===== src/rtl/nes_pkg.sv =====
// nes_pkg: shared definitions for the NES/SNES controller receiver.
//   - nes_state_e : receiver FSM states
//   - BTN_*       : bit positions of each button in the received word
//   - NES_*       : default timing/width constants (25 MHz pixel clock)
//   - nes_pad_t / nes_to_pad : maps a raw NES button word onto the
//     input-controller signal names used by the top level
package nes_pkg;

   typedef enum logic [2:0] {
      ST_IDLE,
      ST_LATCH,
      ST_SETTLE,
      ST_CLK_HIGH,
      ST_CLK_LOW,
      ST_DONE
   } nes_state_e;

   localparam int BTN_A      = 0;
   localparam int BTN_B      = 1;
   localparam int BTN_SELECT = 2;
   localparam int BTN_START  = 3;
   localparam int BTN_UP     = 4;
   localparam int BTN_DOWN   = 5;
   localparam int BTN_LEFT   = 6;
   localparam int BTN_RIGHT  = 7;

   localparam int NES_NUM_BITS     = 8;
   localparam int NES_LATCH_CYCLES = 300;  // 12 us at 25 MHz
   localparam int NES_HALF_PERIOD  = 75;   // 3 us at 25 MHz

   typedef struct packed {
      logic up;
      logic down;
      logic left;
      logic right;
      logic attack;
      logic jump;
      logic select;
      logic start;
   } nes_pad_t;

   function automatic nes_pad_t nes_to_pad(input logic [7:0] b);
      nes_pad_t p;
      p.up     = b[BTN_UP];
      p.down   = b[BTN_DOWN];
      p.left   = b[BTN_LEFT];
      p.right  = b[BTN_RIGHT];
      p.attack = b[BTN_A];
      p.jump   = b[BTN_B];
      p.select = b[BTN_SELECT];
      p.start  = b[BTN_START];
      return p;
   endfunction

endpackage


===== src/rtl/sync_2ff.sv =====
// sync_2ff: generic 1-bit two-flop synchroniser for asynchronous pins.
// Ports:
//   clk   in  destination clock
//   rst_n in  synchronous active-low reset (both flops load RESET_VAL)
//   d     in  asynchronous input
//   q     out synchronised output, two clk cycles of latency
module sync_2ff #(
   parameter logic RESET_VAL = 1'b0
) (
   input  logic clk,
   input  logic rst_n,
   input  logic d,
   output logic q
);

   logic meta_q, meta_d;
   logic sync_q, sync_d;

   always_comb begin
      meta_d = d;
      sync_d = meta_q;
   end

   always_ff @(posedge clk) begin
      if (!rst_n) begin
         meta_q <= RESET_VAL;
         sync_q <= RESET_VAL;
      end else begin
         meta_q <= meta_d;
         sync_q <= sync_d;
      end
   end

   assign q = sync_q;

endmodule


===== src/rtl/nes_receiver.sv =====
// nes_receiver: polls an NES (8-bit) or SNES (16-bit) serial controller once
// per poll request and presents an active-high, registered button word.
// Ports:
//   clk         in  system (pixel) clock
//   rst_n       in  synchronous active-low reset
//   poll        in  start request, only honoured in IDLE
//   nes_data_in in  controller serial data, asynchronous, active-low
//   nes_latch   out controller latch, registered
//   nes_clk     out controller shift clock, registered, idles low
//   buttons     out last completed button word, 1 = pressed
//   valid       out one-cycle pulse when buttons updates
//   busy        out high whenever the FSM is not in IDLE
module nes_receiver
   import nes_pkg::*;
#(
   parameter int NUM_BITS     = NES_NUM_BITS,
   parameter int LATCH_CYCLES = NES_LATCH_CYCLES,
   parameter int HALF_PERIOD  = NES_HALF_PERIOD
) (
   input  logic                clk,
   input  logic                rst_n,
   input  logic                poll,
   input  logic                nes_data_in,
   output logic                nes_latch,
   output logic                nes_clk,
   output logic [NUM_BITS-1:0] buttons,
   output logic                valid,
   output logic                busy
);

   localparam int TMAX = (LATCH_CYCLES > HALF_PERIOD) ? LATCH_CYCLES : HALF_PERIOD;
   localparam int TW   = $clog2(TMAX + 1);
   localparam int IW   = (NUM_BITS > 1) ? $clog2(NUM_BITS) : 1;

   localparam logic [TW-1:0] LATCH_LOAD = TW'(LATCH_CYCLES - 1);
   localparam logic [TW-1:0] HALF_LOAD  = TW'(HALF_PERIOD - 1);
   localparam logic [IW-1:0] LAST_IDX   = IW'(NUM_BITS - 1);

   nes_state_e          state_q, state_d;
   logic [TW-1:0]       timer_q, timer_d;
   logic [IW-1:0]       bit_idx_q, bit_idx_d;
   logic [NUM_BITS-1:0] shift_q, shift_d;
   logic [NUM_BITS-1:0] buttons_q, buttons_d;
   logic                valid_q, valid_d;
   logic                latch_q, latch_d;
   logic                nclk_q, nclk_d;
   logic                busy_q, busy_d;

   logic                data_sync;
   logic                timer_done;
   logic [NUM_BITS-1:0] word_w;

   // Line idles high (released) so the synchroniser resets to 1.
   sync_2ff #(
      .RESET_VAL (1'b1)
   ) u_sync_data (
      .clk   (clk),
      .rst_n (rst_n),
      .d     (nes_data_in),
      .q     (data_sync)
   );

   assign timer_done = (timer_q == '0);

   always_comb begin
      state_d   = state_q;
      timer_d   = timer_q;
      bit_idx_d = bit_idx_q;
      shift_d   = shift_q;
      buttons_d = buttons_q;
      valid_d   = 1'b0;

      // Partial word with the current bit folded in (inverted: low = pressed).
      word_w            = shift_q;
      word_w[bit_idx_q] = ~data_sync;

      case (state_q)
         ST_IDLE: begin
            if (poll) begin
               state_d   = ST_LATCH;
               timer_d   = LATCH_LOAD;
               bit_idx_d = '0;
               shift_d   = '0;
            end
         end

         ST_LATCH: begin
            if (timer_done) begin
               state_d = ST_SETTLE;
               timer_d = HALF_LOAD;
            end else begin
               timer_d = timer_q - 1'b1;
            end
         end

         ST_SETTLE: begin
            if (timer_done) begin
               shift_d = word_w;
               if (NUM_BITS == 1) begin
                  state_d   = ST_DONE;
                  buttons_d = word_w;
                  valid_d   = 1'b1;
               end else begin
                  state_d   = ST_CLK_HIGH;
                  timer_d   = HALF_LOAD;
                  bit_idx_d = bit_idx_q + 1'b1;
               end
            end else begin
               timer_d = timer_q - 1'b1;
            end
         end

         ST_CLK_HIGH: begin
            if (timer_done) begin
               state_d = ST_CLK_LOW;
               timer_d = HALF_LOAD;
            end else begin
               timer_d = timer_q - 1'b1;
            end
         end

         ST_CLK_LOW: begin
            if (timer_done) begin
               shift_d = word_w;
               if (bit_idx_q == LAST_IDX) begin
                  state_d   = ST_DONE;
                  buttons_d = word_w;
                  valid_d   = 1'b1;
               end else begin
                  state_d   = ST_CLK_HIGH;
                  timer_d   = HALF_LOAD;
                  bit_idx_d = bit_idx_q + 1'b1;
               end
            end else begin
               timer_d = timer_q - 1'b1;
            end
         end

         ST_DONE: begin
            state_d = ST_IDLE;
         end

         default: begin
            state_d = ST_IDLE;
         end
      endcase

      // Output flops are decoded from the next state so they change on the
      // same edge as the state register; buttons/valid load on the edge
      // entering DONE so both are visible during the DONE cycle.
      latch_d = (state_d == ST_LATCH);
      nclk_d  = (state_d == ST_CLK_HIGH);
      busy_d  = (state_d != ST_IDLE);
   end

   always_ff @(posedge clk) begin
      if (!rst_n) begin
         state_q   <= ST_IDLE;
         timer_q   <= '0;
         bit_idx_q <= '0;
         shift_q   <= '0;
         buttons_q <= '0;
         valid_q   <= 1'b0;
         latch_q   <= 1'b0;
         nclk_q    <= 1'b0;
         busy_q    <= 1'b0;
      end else begin
         state_q   <= state_d;
         timer_q   <= timer_d;
         bit_idx_q <= bit_idx_d;
         shift_q   <= shift_d;
         buttons_q <= buttons_d;
         valid_q   <= valid_d;
         latch_q   <= latch_d;
         nclk_q    <= nclk_d;
         busy_q    <= busy_d;
      end
   end

   assign nes_latch = latch_q;
   assign nes_clk   = nclk_q;
   assign buttons   = buttons_q;
   assign valid     = valid_q;
   assign busy      = busy_q;

endmodule

===== config.mk =====
export PLATFORM = sky130hd
export DESIGN_NAME = nes_receiver
export DESIGN_NICKNAME = d
export VERILOG_FILES = /design/src/rtl/nes_pkg.sv /design/src/rtl/sync_2ff.sv /design/src/rtl/nes_receiver.sv
export SDC_FILE = /design/constraint.sdc
export NUM_CORES = 1
export LEC_CHECK = 0
export CORE_ASPECT_RATIO = 0.8
export CORE_MARGIN = 2
export CORE_UTILIZATION = 30
export CTS_BUF_LIST = sky130_fd_sc_hd__clkbuf_16
export DETAILED_ROUTE_END_ITERATION = 8
export DONT_BUFFER_PORTS = 1
export PLACE_DENSITY = 0.41
export REMOVE_ABC_BUFFERS = 1
export SLEW_MARGIN = 20
export SYNTH_ARGS = -nofsm -noshare
export SYNTH_HDL_FRONTEND = slang
export SYNTH_HIERARCHICAL = 1
export SYNTH_SLANG_ARGS = --single-unit

===== constraint.sdc =====
create_clock -name clk -period 2.2 [get_ports clk]
set_clock_uncertainty 0.05 [all_clocks]
set_input_delay 0.55 -clock clk [delete_from_list [all_inputs] [get_ports clk]]
set_output_delay 0.55 -clock clk [all_outputs]
set_load 0.03 [all_outputs]

==> flow_summary.toml <==
[place]
pre_cts_ws_ns = 0.275
dp_hpwl_mm = 3.20
gp_congestion = 0.783
port_buffers = 0
dp.cells = 305
dpl_cell_area_mm2 = 0.00205

[finish]
syn2layout_area_growth_pct = 14.7
layout.nets = 235
fin_area_mm2 = 0.00224
multi_input_area_mm2 = 0.00108
fin_cells = 313
seq_area_um2 = 741
drive_gt1_share_pct = 13.5
nFillCells = 680
n_antenna_cell = 0
utilization_pct = 35.3

[timing]
setup_violations = 0
max_freq_mhz = 507
max-slew-margin-rel_pct = 58.7
hold_violations = 0
tightest_slew_ns = 0.615
min_period_ns = 1.97
finalSetupTns_ns = 0
whs_ns = 0.294
final_max_slew_viol_count = 0
finalCritPeriodShare_pct = 89.6
fin_ws_ns = 0.228
rsz0062_at_grt = "false"

[critical_path]
cp-endpoint = "timer_q[0]"
startpoint = "timer_q[0]"
cp-end-kind = "flop"
timing.rr.start = "timer_q[0]"
r2r_cells = 7
worstSetupStartpointType = "flop"
worst-path-buf-inv = 2
critPathRequiredTime_ns = 2.32
reg2reg_slack_ns = 0.23
slowest_delay_ns = 0.48
crit_family = "simple AND/OR/NAND/NOR gates"
worstSetupPathType = "reg -> reg"
crit_chain = "inv_1 > ha_1 > nor4b_4 > and2_1 > buf_4 > o2111ai_1 > o211a_1"
worst-path-stages = 7
r2r_end = "timer_q[0]"
worstPathArrival_ns = 2.09
worst-path-max-fanout = 8
slowest_stage = "nor4b_4"

[global_route]
grt_max_degree = 21
antenna_found_initial = 0
grt-ovfl-total = 0
grt_pass1_wl_mm = 7.54
grt_usage_pct = 13.6
grt_pass1_vias = 1440

[power_and_ir_drop]
fin_total_pwr_mw = 2.04
ir_drop_mv = 0.434
power_leakage_nw = 0.804
powerDensity_mw_per_mm2 = 908

[synthesis]
synthAdderAreaFrac_pct = 1.92
ys.flop_type = "dfxtp_1"
syn_avg_cell_area_um2 = 8.68
async_reset_ff_share_pct = 0
ys_seq_area_share_pct = 37.9
synthesis.area_mm2 = 0.00195
yosys_warnings = 6
synth-xor-area-share_pct = 0.897
synth-simple-area-share_pct = 25.8
muxShareOfSynthArea_pct = 7.17
synth-seq-cells = 37
synth_compound_area_share_pct = 19.8
synth_edf_count = 0
synth_top_family_by_area = "simple AND/OR/NAND/NOR gates"
ys_types = 54
synthCells = 225

[floorplanning]
std_cell_rows = 26
start_util_pct = 30.8
die_area_mm2 = 0.00718
io_pins = 16
die_x_um = 94.2
die_h_um = 76.2
core_area_mm2 = 0.00634

[job]
cap_violations = 0

[clocking]
insertion_delay_ns = 0.28
cts_max_path_buffers = 2
cts_root_buf = "clkbuf_16"
cts-resized-gates = 0
postCtsHoldBufs = 0
cts_setup_buffers = 0
clock-sinks = 37
cts_made_buffers = 5
cts_tree = "built"
clkTransAtPathRegs_ns = 0.06
htree_levels = 2

[detailed_routing]
finalWirelength_mm = 4.61
drc = 0
vias_per_cell = 5.05
drt_iter0_drc = 80
ant_nets = 0
vias = 1580
wire_per_inst_um = 14.7
dr.pass1.iters = 4

[status]
status = "completed"

[min_path]
hp-class = "in -> reg"
[state kept, by name, summed over array words and instances (netlist names)]
| register | count |
|---|---|
| timer_q | 9 |
| buttons | 8 |
| shift_q | 8 |
| bit_idx_q | 3 |
| state_q | 3 |
| busy | 1 |
| nes_clk | 1 |
| nes_latch | 1 |
| u_sync_data/meta_q | 1 |
| u_sync_data/q | 1 |
| valid | 1 |
[worst register-to-register path: stages, from the launching register on]
cell and delay (ns):
dfxtp_1 0.36, inv_1 0.07, ha_1 0.19, nor4b_4 0.48, and2_1 0.27, buf_4 0.19, o2111ai_1 0.11, o211a_1 0.15
[final cells by class]
type                       count  share of cell area (%)
clock buffer                   5                    5.58
clock inverter                 3                    2.90
inverter                      10                    1.68
multi-input combinational    163                    48.4
sequential                    37                    33.1
tap                           84                    4.69
timing repair buffer          11                    3.69
[report_power, final]
| part | leakage (nW) | switching [mW] | internal [mW] |
|---|---|---|---|
| Combinational | 0.409 | 0.190 | 0.141 |
| Sequential | 0.301 | 0.0666 | 0.707 |
| Clock | 0.0938 | 0.284 | 0.647 |
| Total | 0.804 | 0.540 | 1.50 |
[cells by family after synthesis]
family / Yosys count
adder cells (fa/ha/maj): 3
XOR/XNOR: 2
flip-flops: 37
AND/OR/NAND/NOR: 87
multiplexers: 14
AO/OA/AOI/OAI: 57
buffers and inverters: 25
[how the worst min path moves through the flow]
stage	startpoint	endpoint	depth (start not counted)
2_1_floorplan	u_sync_data/meta_q	u_sync_data/q	1
3_3_place_gp	u_sync_data/meta_q	u_sync_data/q	1
3_5_place_dp	u_sync_data/meta_q	u_sync_data/q	1
4_1_cts	rst_n	u_sync_data/meta_q	1
5_1_grt	rst_n	u_sync_data/meta_q	1
6_report	rst_n	u_sync_data/meta_q	1
[synthesized netlist by cell type (4+ instances only)]
cell type	instances	area share (%)
a21oi_1	18	4.6
a311oi_1	4	1.8
buf_6	4	2.3
clkbuf_1	7	1.3
dfxtp_1	37	38
inv_1	10	1.9
mux2i_1	14	7.2
nand2_1	40	7.7
nand3b_1	4	1.5
nor2_1	5	0.96
nor3_1	5	1.3
nor3b_1	5	1.9
o21ai_0	7	1.8
[placed cells by master (no fill, tap or decap), types with 4 or more instances in the layout]
cell type,n
a311oi_1,4
nor3_1,5
dfxtp_1,37
a21oi_1,18
inv_1,10
clkbuf_16,5
o21ai_0,7
nor2_1,5
mux2i_1,14
nor3b_1,5
nand2_1,40
buf_4,11
nand3b_1,4
[layer usage]
metal  up-vias  global-route usage (%)  routed length (um)  share of wire [%]
met5         -                       0                   0                  0
met4         0                    4.78                  53                1.1
met3         5                    3.76                 182                3.9
met2        23                    17.9                1810                 39
met1       736                    20.8                2570                 56
li1        816                       -                   -                  -
No activity file was read; power rests on OpenSTA's default activity.
